File: src/rtl/bexkat1Def.sv
// Shared type definitions for the bexkat1 bus blocks.
// Latency: none (types only).
// Backpressure: not applicable.
package bexkat1Def;

  // Arbiter ownership of the shared slave bus.
  typedef enum logic [1:0] {
    ARB_IDLE,
    ARB_DM,
    ARB_IM
  } arb_state_t;

endpackage

File: src/rtl/bus_arbiter.sv
// Two-master (DM priority, IM anti-starvation) to one-slave bus arbiter with watchdog.
// Latency: request into idle granted at next edge; ack/err routed combinationally.
// Backpressure: slave stalls by withholding bus_ack_i; after TIMEOUT grant cycles err ends the transfer.
//
// Ports:
//   clk_i, rst_i                         clock, async active-high reset
//   dm_* / im_*                          master request side (cyc, we, adr, dat, sel in; ack, err, dat out)
//   bus_cyc_o .. bus_sel_o               muxed request toward the slave
//   bus_ack_i, bus_dat_i                 slave response
//   grant_o                              one-hot owner, bit1 = DM, bit0 = IM
module bus_arbiter
  import bexkat1Def::*;
#(
  parameter int TIMEOUT   = 255,
  parameter int IM_STARVE = 4
) (
  input  logic        clk_i,
  input  logic        rst_i,
  input  logic        dm_cyc_i,
  input  logic        dm_we_i,
  input  logic [31:0] dm_adr_i,
  input  logic [31:0] dm_dat_i,
  input  logic [3:0]  dm_sel_i,
  output logic        dm_ack_o,
  output logic        dm_err_o,
  output logic [31:0] dm_dat_o,
  input  logic        im_cyc_i,
  input  logic        im_we_i,
  input  logic [31:0] im_adr_i,
  input  logic [31:0] im_dat_i,
  input  logic [3:0]  im_sel_i,
  output logic        im_ack_o,
  output logic        im_err_o,
  output logic [31:0] im_dat_o,
  output logic        bus_cyc_o,
  output logic        bus_we_o,
  output logic [31:0] bus_adr_o,
  output logic [31:0] bus_dat_o,
  output logic [3:0]  bus_sel_o,
  input  logic        bus_ack_i,
  input  logic [31:0] bus_dat_i,
  output logic [1:0]  grant_o
);

  localparam int TW = $clog2(TIMEOUT + 1);
  localparam int SW = $clog2(IM_STARVE + 1);
  localparam logic [TW-1:0] TMO_LAST   = TW'(TIMEOUT - 1);
  localparam logic [SW-1:0] STARVE_MAX = SW'(IM_STARVE);

  arb_state_t    state, state_nxt;
  logic [TW-1:0] tmo_cnt, tmo_nxt;
  logic [SW-1:0] starve_cnt, starve_nxt;

  logic dm_gnt, im_gnt, own_cyc, tmo_hit, arb_now;

  assign dm_gnt  = (state == ARB_DM);
  assign im_gnt  = (state == ARB_IM);
  assign own_cyc = (dm_gnt & dm_cyc_i) | (im_gnt & im_cyc_i);
  assign tmo_hit = (tmo_cnt == TMO_LAST);

  // A grant ends on ack, on timeout, or when its owner drops cyc; idle
  // arbitrates every cycle. Ack without an owning cyc is an abort anyway.
  assign arb_now = (state == ARB_IDLE) | ~own_cyc | bus_ack_i | tmo_hit;

  assign dm_ack_o = bus_ack_i & dm_gnt & dm_cyc_i;
  assign im_ack_o = bus_ack_i & im_gnt & im_cyc_i;
  assign dm_err_o = dm_gnt & dm_cyc_i & ~bus_ack_i & tmo_hit;
  assign im_err_o = im_gnt & im_cyc_i & ~bus_ack_i & tmo_hit;
  assign dm_dat_o = bus_dat_i;
  assign im_dat_o = bus_dat_i;
  assign grant_o  = {dm_gnt, im_gnt};

  always_comb begin
    bus_cyc_o = 1'b0;
    bus_we_o  = 1'b0;
    bus_adr_o = '0;
    bus_dat_o = '0;
    bus_sel_o = '0;
    if (dm_gnt) begin
      bus_cyc_o = dm_cyc_i;
      bus_we_o  = dm_we_i;
      bus_adr_o = dm_adr_i;
      bus_dat_o = dm_dat_i;
      bus_sel_o = dm_sel_i;
    end else if (im_gnt) begin
      bus_cyc_o = im_cyc_i;
      bus_we_o  = im_we_i;
      bus_adr_o = im_adr_i;
      bus_dat_o = im_dat_i;
      bus_sel_o = im_sel_i;
    end
  end

  always_comb begin
    state_nxt  = state;
    starve_nxt = starve_cnt;
    tmo_nxt    = tmo_cnt;
    if (arb_now) begin
      // Every new grant starts its own watchdog window.
      tmo_nxt = '0;
      if (dm_cyc_i && !(im_cyc_i && starve_cnt == STARVE_MAX)) begin
        state_nxt = ARB_DM;
        // DM only wins a contested arbitration below the limit, so the
        // increment cannot wrap.
        starve_nxt = im_cyc_i ? starve_cnt + SW'(1) : '0;
      end else if (im_cyc_i) begin
        state_nxt  = ARB_IM;
        starve_nxt = '0;
      end else begin
        state_nxt  = ARB_IDLE;
        starve_nxt = '0;
      end
    end else begin
      // tmo_hit forces arbitration, so this never exceeds TIMEOUT-1.
      tmo_nxt = tmo_cnt + TW'(1);
    end
  end

  always_ff @(posedge clk_i or posedge rst_i) begin
    if (rst_i) begin
      state      <= ARB_IDLE;
      tmo_cnt    <= '0;
      starve_cnt <= '0;
    end else begin
      state      <= state_nxt;
      tmo_cnt    <= tmo_nxt;
      starve_cnt <= starve_nxt;
    end
  end

endmodule

File: config.mk
export PLATFORM = sky130hd
export DESIGN_NAME = bus_arbiter
export DESIGN_NICKNAME = d
export VERILOG_FILES = /design/src/rtl/bexkat1Def.sv /design/src/rtl/bus_arbiter.sv
export SDC_FILE = /design/constraint.sdc
export NUM_CORES = 1
export LEC_CHECK = 0
export CORE_AREA = 8 8 115 117
export DETAILED_ROUTE_END_ITERATION = 12
export DIE_AREA = 0 0 123 125
export PLACE_DENSITY = 0.71
export REMOVE_ABC_BUFFERS = 1
export SLEW_MARGIN = 20
export SYNTH_ARGS = -nofsm -noshare
export SYNTH_HDL_FRONTEND = slang
export SYNTH_SLANG_ARGS = --single-unit
File: constraint.sdc
create_clock -name clk_i -period 3 [get_ports clk_i]
set_input_delay 0.3 -clock clk_i [delete_from_list [all_inputs] [get_ports clk_i]]
set_output_delay 0.3 -clock clk_i [all_outputs]
set_load 0.05 [all_outputs]
==> impl_metrics.ini <==
[status]
outcome = finished clean

[clocking]
cts_buffers = 3
clk_latency_ns = 0.24
cts_buffer_depth = 2
hold_buffers = 0
cts_tree = yes
cts-root-buf = clkbuf_16
post_cts_buffers = 0
post_cts_resized = 0
clk_pin_slew_ns = 0.05
cts_sinks = 13
htree_num_levels = 1

[final_layout]
final_cells = 516
final_util_pct = 32.0
syn2layout_area_growth_pct = 97.7
fin_area_mm2 = 0.00371
seqCellArea_um2 = 325
drive_gt1_share_pct = 14.1
mostFrequentLayoutCell = clkdlybuf4s50_1
final_nets = 548
fillers = 1216
layout_common_cells = clkdlybuf4s50_1, a22o_1, buf_4, dfrtp_1, nor2_1
multi_input_area_um2 = 980

[drt]
wl_met2_um = 8050
detail_route.iter0.violations = 80
ant_nets = 0
routed_via_density = 4.61
met1_length_um = 5690
num_vias = 2381
dr.pass1.iters = 4
wl_um = 17800
drc_errors = 0
dr_wl_met3_um = 3080
avgRoutedWirePerCell_um = 34.6
top_layer = met5

[placement]
io_buffer_count = 218
place_hpwl_um = 16300
place_congestion = 0.906
pre_cts_ws_ns = 0.555
place_area_mm2 = 0.00363
dp_cells = 511

[critical_path]
path_class = in -> out
worst_ep_arrival_time_ns = 2.20
critPathCaptureType = output port
critPathMaxFanout = 6
crit_required_ns = 2.70
start_kind = input pin

[synthesis]
avgSynthCellArea_um2 = 8.34
syn_area_mm2 = 0.00188
synth_seq_cells = 13
synth_top_cells_by_area = a22o_1, buf_4, dfrtp_1
synth_cell_types = 28
seq_area_frac_synth_pct = 17.3
ys_warn_count = 0
synth_largest_area_cell = a22o_1
netlist_instances = 225
yosys.area.top_type_share_pct = 32.7

[timing]
layout_setup_ws_ns = 0.500
min_period_ns = 2.50
fmaxAchievable_mhz = 400
worst_pin_slew_ns = 0.519
setup_tns_ns = 0
hold_viol = 0
maxSlewViolCount = 0
rsz0062_at_grt = false
setup_violations = 0
holdWs_ns = 0.390
timing.clock.skew_ns = 0.00327
maxSlewHeadroom_pct = 65.3
period_share_pct = 83.3

[grt]
grt_max_degree = 40
globalRouteOverflowTotal = 0
gr-usage-all-layers_pct = 21.7
grt_pass1_wl_um = 22400
antenna_found_initial = 6
grt_pass1_vias = 2545

[worst_hold_path]
hp-class = in -> async

[floorplan]
initial_utilization_pct = 16.2
io_pins = 315
fp.coreArea_mm2 = 0.0116
die_area_mm2 = 0.0154
num_rows = 40
dieWidth_um = 123
die_h_um = 125

[power_and_ir_drop]
leakage_nw = 1.55
ir_drop_v = 0.000395
power_mw = 1.37
powerDensity_mw_per_mm2 = 369

[job]
drv_cap = 0
## layer usage
metal / track usage [%] / vias up
met2: 34.3 / 242
met5: 4.50 / -
met4: 9.36 / 14
met1: 19.9 / 1047
met3: 16.9 / 32
li1: - / 1046
## layout make-up
type                            count  share of cell area [%]
Timing Repair Buffer              222                    57.2
Multi-Input combinational cell    124                    26.4
Sequential cell                    13                    8.77
Tap cell                          147                    4.96
Clock buffer                        4                    2.12
Inverter                            5                   0.506
Antenna cell                        1                  0.0674
## kinds of logic after synthesis
group	share of synthesized area, %
buffers and inverters	31.3
AO/OA/AOI/OAI	34.7
AND/OR/NAND/NOR	9.33
flip-flops	17.3
XOR/XNOR	2.80
adder cells (fa/ha/maj)	2.67
multiplexers	1.87
## synth_stat cells
library cell,instances
or2_4,1
dfrtp_1,13
nand2b_1,1
o21ai_0,1
nand3b_1,2
o21ai_1,1
a31oi_1,1
nor2b_1,2
and4_1,1
mux2i_1,2
inv_1,5
buf_6,1
clkbuf_1,15
o2bb2ai_1,1
o22ai_1,1
xor2_1,3
ha_1,4
buf_2,1
a22o_1,70
nor2_1,9
mux2_4,1
nand2_1,8
xnor2_1,3
buf_4,66
nand3_1,4
o211ai_1,1
nor3_1,3
and3_1,4
## state kept, by name, summed over array words and instances (netlist names)
register / count
starve_cnt: 3
state: 2
tmo_cnt: 8
## critical path, cell delays in order
cell and delay (ns):
clkdlybuf4s50_1 0.62, nand3b_1 0.19, nor3_1 0.23, clkdlybuf4s50_1 0.85
## report_power, final
part,total (mW),internal [mW],switching [mW]
clock,0.253,0.179,0.0733
sequential,0.188,0.181,0.00632
combinational,0.930,0.395,0.536
total,1.37,0.755,0.615
## worst paths after layout
kind | from | end | slack (ns) | depth (start not counted)
min in group clk_i | tmo_cnt[0]$_DFF_PP0_ | tmo_cnt[0]$_DFF_PP0_ | 0.51 | 1
worst min register to register | tmo_cnt[0]$_DFF_PP0_ | tmo_cnt[0]$_DFF_PP0_ | 0.51 | 1
worst min-delay path | rst_i | tmo_cnt[2]$_DFF_PP0_ | 0.39 | 2
max in group asynchronous | rst_i | tmo_cnt[5]$_DFF_PP0_ | 2.26 | 2
worst max-delay path | im_cyc_i | im_err_o | 0.50 | 4
worst max register to register | tmo_cnt[0]$_DFF_PP0_ | state[0]$_DFFE_PP0P_ | 1.16 | 6
Note: power is estimated with default switching activity, not from simulation.
